[src/rtl/heat_pixel_writer.sv]
// heat_pixel_writer
// Draws one grid node as a square cell of pixels. A rising edge on node_flag
// captures node_center, maps it to an 8-bit heat index and colour, then emits
// the cell's pixels in raster order through a req/ack handshake. The row
// counter walks bottom-up from 0 to height and wraps with a frame_done pulse.
//
// Ports:
//   clk          sole clock
//   reset        synchronous, active-low reset
//   col_index    grid column drawn by this instance
//   height       top row index (rows run 0..height)
//   node_center  signed fixed-point node value
//   node_flag    "node computed" level; rising edge starts a cell
//   pix_ack      pixel buffer accepted the current write
//   pix_req      pixel write request (high exactly in REQ)
//   pix_x/pix_y  pixel coordinates, pix_color pixel colour
//   wr_done      high when no cell draw is in progress
//   frame_done   one-cycle pulse after the top-row cell completes
//   err_overrun  sticky: a node_flag rise arrived while busy
//
// Configuration macro: HEAT_RAMP_EN selects an RGB332 blue-to-red ramp
// instead of grayscale for pix_color.
module heat_pixel_writer #(
    parameter int unsigned X_ORIGIN  = 0,
    parameter int unsigned Y_ORIGIN  = 0,
    parameter int unsigned CELL_LOG2 = 2,
    parameter int unsigned FRAC_BITS = 27
) (
    input  logic        clk,
    input  logic        reset,
    input  logic [7:0]  col_index,
    input  logic [7:0]  height,
    input  logic [31:0] node_center,
    input  logic        node_flag,
    input  logic        pix_ack,
    output logic        pix_req,
    output logic [9:0]  pix_x,
    output logic [9:0]  pix_y,
    output logic [7:0]  pix_color,
    output logic        wr_done,
    output logic        frame_done,
    output logic        err_overrun
);

    localparam int unsigned CW = (CELL_LOG2 > 0) ? CELL_LOG2 : 1;
    localparam int unsigned XYW = 10;
    localparam logic [CW-1:0] DMAX = CW'((1 << CELL_LOG2) - 1);

    typedef enum logic [2:0] {
        IDLE    = 3'd0,
        CAPTURE = 3'd1,
        REQ     = 3'd2,
        NEXT    = 3'd3,
        DONE    = 3'd4
    } state_t;

    state_t          state_q, state_d;
    logic            flag_q;
    logic            rise;
    logic [7:0]      row_q, row_d;
    logic [CW-1:0]   dx_q, dx_d, dy_q, dy_d;
    logic [XYW-1:0]  x0_q, x0_d, y0_q, y0_d;
    logic [XYW-1:0]  x_d, y_d;
    logic [7:0]      color_d;
    logic            req_d, done_d, frame_d, err_d;
    logic [7:0]      idx_c;
    logic [7:0]      color_c;
    logic [XYW-1:0]  x0_c, y0_c;

    // Rising edge of the column's "node computed" level
    assign rise = node_flag & ~flag_q;

    // Heat index: clamp negatives to 0 and values >= 1.0 to 255
    always_comb begin
        idx_c = 8'(node_center >> (FRAC_BITS - 8));
        if (node_center[31]) begin
            idx_c = 8'd0;
        end else if ((node_center >> FRAC_BITS) != 32'd0) begin
            idx_c = 8'hFF;
        end
    end

    // Colour encoding of the heat index
`ifdef HEAT_RAMP_EN
    assign color_c = {3'(idx_c >> 5), 3'b000, ~2'(idx_c >> 6)};
`else
    assign color_c = idx_c;
`endif

    // Cell origin; row 0 sits at the bottom of the grid
    assign x0_c = 10'(X_ORIGIN) + 10'({2'b00, col_index} << CELL_LOG2);
    assign y0_c = 10'(Y_ORIGIN) + 10'({2'b00, 8'(height - row_q)} << CELL_LOG2);

    // Next-state and datapath updates
    always_comb begin
        state_d = state_q;
        row_d   = row_q;
        dx_d    = dx_q;
        dy_d    = dy_q;
        x0_d    = x0_q;
        y0_d    = y0_q;
        x_d     = pix_x;
        y_d     = pix_y;
        color_d = pix_color;
        frame_d = 1'b0;
        // A rise while busy is dropped but remembered
        err_d   = err_overrun | (rise & (state_q != IDLE));

        case (state_q)
            IDLE: begin
                if (rise) begin
                    state_d = CAPTURE;
                end
            end
            CAPTURE: begin
                color_d = color_c;
                x0_d    = x0_c;
                y0_d    = y0_c;
                dx_d    = '0;
                dy_d    = '0;
                x_d     = x0_c;
                y_d     = y0_c;
                state_d = REQ;
            end
            REQ: begin
                if (pix_ack) begin
                    state_d = NEXT;
                end
            end
            NEXT: begin
                // dx is the inner loop, dy the outer loop
                if (dx_q != DMAX) begin
                    dx_d    = dx_q + CW'(1);
                    x_d     = x0_q + 10'(dx_d);
                    state_d = REQ;
                end else if (dy_q != DMAX) begin
                    dx_d    = '0;
                    dy_d    = dy_q + CW'(1);
                    x_d     = x0_q;
                    y_d     = y0_q + 10'(dy_d);
                    state_d = REQ;
                end else begin
                    state_d = DONE;
                end
            end
            DONE: begin
                if (row_q == height) begin
                    row_d   = 8'd0;
                    frame_d = 1'b1;
                end else begin
                    row_d = row_q + 8'd1;
                end
                state_d = IDLE;
            end
            default: begin
                state_d = IDLE;
            end
        endcase

        req_d  = (state_d == REQ);
        done_d = (state_d == IDLE);
    end

    // State and output registers
    always_ff @(posedge clk) begin
        if (!reset) begin
            state_q     <= IDLE;
            flag_q      <= 1'b0;
            row_q       <= 8'd0;
            dx_q        <= '0;
            dy_q        <= '0;
            x0_q        <= '0;
            y0_q        <= '0;
            pix_req     <= 1'b0;
            pix_x       <= '0;
            pix_y       <= '0;
            pix_color   <= 8'd0;
            wr_done     <= 1'b1;
            frame_done  <= 1'b0;
            err_overrun <= 1'b0;
        end else begin
            state_q     <= state_d;
            flag_q      <= node_flag;
            row_q       <= row_d;
            dx_q        <= dx_d;
            dy_q        <= dy_d;
            x0_q        <= x0_d;
            y0_q        <= y0_d;
            pix_req     <= req_d;
            pix_x       <= x_d;
            pix_y       <= y_d;
            pix_color   <= color_d;
            wr_done     <= done_d;
            frame_done  <= frame_d;
            err_overrun <= err_d;
        end
    end

endmodule

[config.mk]
export PLATFORM = sky130hd
export DESIGN_NAME = heat_pixel_writer
export DESIGN_NICKNAME = d
export VERILOG_FILES = /design/src/rtl/heat_pixel_writer.sv
export SDC_FILE = /design/constraint.sdc
export NUM_CORES = 1
export LEC_CHECK = 0
export ABC_AREA = 1
export CORE_UTILIZATION = 51
export DETAILED_ROUTE_END_ITERATION = 10
export PLACE_DENSITY_LB_ADDON = 0.25
export SYNTH_ARGS = -nofsm -noshare
export SYNTH_HDL_FRONTEND = slang
export SYNTH_SLANG_ARGS = --single-unit
[constraint.sdc]
create_clock -name clk -period 3.1 [get_ports clk]
set_input_delay 0.93 -clock clk [delete_from_list [all_inputs] [get_ports clk]]
set_output_delay 0.93 -clock clk [all_outputs]
set_load 0.005 [all_outputs]
# Word-level counts from Yosys, hierarchy flattened

Index checks and enable logic that the tools add are counted.

Register bits: 64
Bits of input ports: 52
Word-level logic and storage cells: 64

Add/subtract/negate cells: 6
Equality and inequality tests: 11
Multiplexer cells: 21
Bitwise gates (word level): 4
Reduce and logical (&&, ||, !) cells: 8

Operator list:

| cell                                                 | number |
|---|---|
| two-way mux 10 bit                                   | 4 |
| one-hot mux 10 bit (2 select lines)                  | 2 |
| nonzero test 32 bit                                  | 1 |
| two-way mux 8 bit                                    | 3 |
| adder 10 x 2 -> 10 bit                               | 2 |
| two-way mux 3 bit                                    | 4 |
| one-hot mux 3 bit (4 select lines)                   | 1 |
| equality test 3 x 2 -> 1 bit (second input constant) | 3 |
| adder 8 x 1 -> 8 bit (second input constant)         | 1 |
| equality test 8 bit                                  | 1 |
| two-way mux 2 bit                                    | 4 |
| inequality test 2 bit (second input constant)        | 4 |
| one-hot mux 2 bit (2 select lines)                   | 2 |
| subtractor 8 bit                                     | 1 |
| logical NOT 3 bit                                    | 2 |
| adder 2 x 1 -> 2 bit (second input constant)         | 2 |
| AND reduction 2 bit                                  | 2 |
| equality test 3 x 1 -> 1 bit (second input constant) | 1 |
| equality test 3 bit (second input constant)          | 1 |
| inequality test 3 bit (second input constant)        | 1 |
| AND reduction 3 bit                                  | 1 |
| nonzero test 3 bit                                   | 1 |
| bitwise AND 1 bit                                    | 2 |
| nonzero test 2 bit                                   | 1 |
| other kinds (3)                                      | 3 |

# Longest topological paths before layout

Depth in word-level cells: 5
Depth in mapped cells: 13

# Worst setup path before layout

No wires, ideal clock.

Kind: input-to-reg
Start point: input port height[0]
End point: register y0_q[8]
Setup time: 0.109 ns
Arrival: 2.019 ns
Slack: 0.972 ns
Stages on the path: 12
Buffers on the path: 0
Cells stage by stage: inv_1 ha_1 inv_1 fa_1 nand3_1 nand2_1 nand2_1 nand3_1 nand2_1 nand2_1 nand2_1 inv_1

Longest elaborated chain between the ends: 1

RTL lines:

| element                | RTL line | source |
|---|---|---|
| start: declaration     | 32       | `input logic [7:0] height,` |
| subtractor 8 bit       | 92       | `assign y0_c = 10'(Y_ORIGIN) + 10'({2'b00, 8'(height - row_q)} << CELL_LOG2);` |
| end signal: assignment | 188      | `y0_q <= y0_d;` |
| end: declaration       | 62       | `logic [XYW-1:0] x0_q, x0_d, y0_q, y0_d;` |

No other way between the ends.
A chain may end at the register's enable or synchronous reset.

# Final worst setup path

Ends and elaborated chain as after synthesis.

==> run summary <==
run status - finished, final reports clean
Initial Util - 54.46%
Clock Sinks - 60
post-synthesis xor/xnor area fraction - 1.526%
vias in the first global route - 2515
Critical path origin - height[0]
post-synthesis mux area share - 0%
# resized after CTS - 0
vias - 2669
critical path endpoint - y0_q[8]
R2R cell count - 7
largest net degree at the start of global routing - 29
metal3 WL - 315 um
highest routed layer - met4
DR DRC count - 0
CTS Hold Bufs - 0
Setup Buffers After CTS - 0
Slew Limit Fails - 0
Initial DRC Count - 155
final setup TNS - 0 ps
first-pass GRT wire length - 10.89 mm
Pwr Total - 0.001806 W
Design Area, Final - 3739 um^2
final WL - 6.325 mm
post-synthesis compound-gate area fraction - 19.70%
clk buf depth - 2
Hold WC Path Type - register to register
full die area - 5932 um^2
io pins - 84
RR Startpoint - state_q[0]
Rows - 26
n_diodes - 0
Post-DP Area - 3548 um^2
WL/cell - 12.09 um
CTS tree - built
synth unique cells - 34
clock-pin transition on the worst setup and hold timing paths - 60 ps
CTS buffer count - 9
register area share after synthesis - 41.85%
reg2reg setup slack - 1390 ps
Worst Max-Slew Pin Slew - 470.0 ps
layout cells sized above 1 - 9.492%
fin crit share - 75.76%
worst r2r dst - y0_q[6]
gr usage total - 23.18%
Peak VDD IR - 0.3646 mV
PortBufs - 64
Worst Path Required - 3330 ps
clk_lat worst skew - 330 ps
met1 wire length - 2.848 mm
Synth Area in Simple Gates - 22.93%
Final WS setup - 751.5 ps
final RePlAce weighted congestion - 0.8567
DRT Pass-1 Iters - 4
Clock Skews - 6.864 ps
fmax - 425.8 MHz
CP max FO - 2
CP most frequent cell - nand2_1
initial antenna violation count - 0
CP Data Arrival Time - 2580 ps
Yosys warning count - 0
Fillers - 443
WP depth - 13
Post-Synth Adder-Cell Area - 5.057%
Hold Vio Cnt, Final - 0
Cell Pwr Density - 483.0 nW/um^2
WP buf/inv - 4
Mapped Area - 2870 um^2
synth-to-layout area growth - 30.25%
Avg Cell Area, Syn - 7.475 um^2
CP top delay family - buffers and inverters
# placed instances - 509
startpoint class of the critical path - primary input
Synth Net Count - 447
DRT antenna net count - 0
worst path cell trace - clkdlybuf4s50_1 > inv_1 > ha_1 > inv_1 > fa_1 > nand3_1 > nand2_1 > nand2_1 > nand3_1 > nand2_1 > nand2_1 > nand2_1 > inv_1
largest family of logic cells by synthesized area - simple AND/OR/NAND/NOR gates
Tmin final - 2348 ps
kind of critical path - primary input to register
dpl ws - 421.5 ps
die height - 77.02 um
Static Leak - 1.605 nW
crit path max-delay cell type - clkdlybuf4s50_1
non-filler cells, final - 523
#FFs+latches synth - 60
Clock H-tree levels - 3
Max Cap Viol - 0
met2 routed WL - 3.077 mm
worst relative slew slack - 68.55%
vias per cell - 5.103
Post-layout nets - 513
clk root buf - clkbuf_8
dpl hpwl - 4.464 mm
GRT overflow - 0
RSZ-0062 raised after global routing - no
final setup vio count - 0
Post-Synthesis Cells - 384
slowest stage delay, CP - 410 ps
Setup crit end kind - register
CORE AREA - 5270 um^2
Die X - 77.02 um
[cells in the final DEF (no fill, tap or decap), types with 5 or more instances in the layout]
master	count
inv_2	7
clkbuf_8	11
a21oi_1	50
nor2_1	20
nand3_1	20
nand2_1	91
clkdlybuf4s50_1	64
ha_1	10
dfxtp_1	60
nor3_1	5
inv_1	43
o21ai_0	24
o211ai_2	8
[cells by family after synthesis]
group                    after synthesis
AND/OR/NAND/NOR                      151
AO/OA/AOI/OAI                         95
buffers and inverters                 62
flip-flops                            60
adder cells (fa/ha/maj)               11
XOR/XNOR                               5
[power breakdown]
| part | switching (W) | leakage (nW) | internal [W] |
|---|---|---|---|
| clock | 0.000289 | 0.0983 | 0.000405 |
| combinational | 0.000134 | 1.02 | 0.000138 |
| sequential | 0.0000232 | 0.489 | 0.000816 |
| total | 0.000446 | 1.60 | 0.00136 |
[area by class of cell]
class	count	area (um^2)	share of cell area, %
Inverter	51	191.4	5.120
Clock inverter	2	35.03	0.9371
Tap cell	70	87.58	2.343
Clock buffer	12	155.1	4.150
Multi-Input combinational cell	262	1413	37.78
Sequential cell	60	1201	32.13
Timing Repair Buffer	66	655.6	17.54
[worst min-delay path, stage by stage (launching register included)]
cell and delay [ps]:
dfxtp_1 300, inv_1 60, a21oi_1 50
[registers in the layout, summed over array words and instances (netlist names)]
| name | count |
|---|---|
| pix_x | 10 |
| pix_y | 10 |
| pix_color | 8 |
| row_q | 8 |
| x0_q | 8 |
| y0_q | 8 |
| state_q | 3 |
| err_overrun | 1 |
| flag_q | 1 |
| frame_done | 1 |
| pix_req | 1 |
| wr_done | 1 |
[layer usage]
metal	GRT usage, %	vias to the layer above
met5	0	-
met4	12.08	0
met3	5.714	9
met2	38.13	76
met1	27.88	1204
li1	-	1380
[per-stage QoR]
step                hold slack (ps)  utilization, %
floorplan                     429.8               -
CTS                           452.8           70.94
global route                  481.9           70.94
finish                        453.0           70.94
global placement              437.5           67.33
detailed placement            444.6           67.33
[how the worst min path moves through the flow]
stage / end / slack (ps) / cells after the start / from
detailed placement: x0_q[7] / 440 / 2 / x0_q[7]
global route: x0_q[5] / 480 / 2 / x0_q[5]
CTS: x0_q[7] / 450 / 2 / x0_q[7]
finish: x0_q[9] / 450 / 2 / x0_q[9]
global placement: x0_q[9] / 440 / 2 / x0_q[9]
floorplan: x0_q[7] / 430 / 2 / x0_q[7]
[cell usage after synthesis]
cell	n	share of area, %
nand2_1	91	12
dfxtp_1	60	42
a21oi_1	50	8.7
inv_1	43	5.6
o21ai_0	24	4.2
nand3_1	20	3.5
nor2_1	20	2.6
ha_1	10	4.4
o211ai_2	8	3.5
inv_2	7	0.92
nor3_1	5	0.87
buf_2	4	0.70
clkbuf_1	4	0.52
nand2_2	4	0.87
o21ai_1	4	0.70
xor2_1	4	1.2
o21a_1	3	0.78
a211oi_1	2	0.52
buf_6	2	0.78
nand3_2	2	0.70
nand4_1	2	0.44
nor2_2	2	0.44
o21bai_1	2	0.52
a31oi_1	1	0.22
buf_4	1	0.26
clkinv_1	1	0.13
fa_1	1	0.70
nand2_4	1	0.39
nor2_4	1	0.39
nor3_2	1	0.35
nor3b_1	1	0.26
o21ai_4	1	0.57
or2_2	1	0.22
xnor2_1	1	0.31
Note: power is estimated with default switching activity, not from simulation.
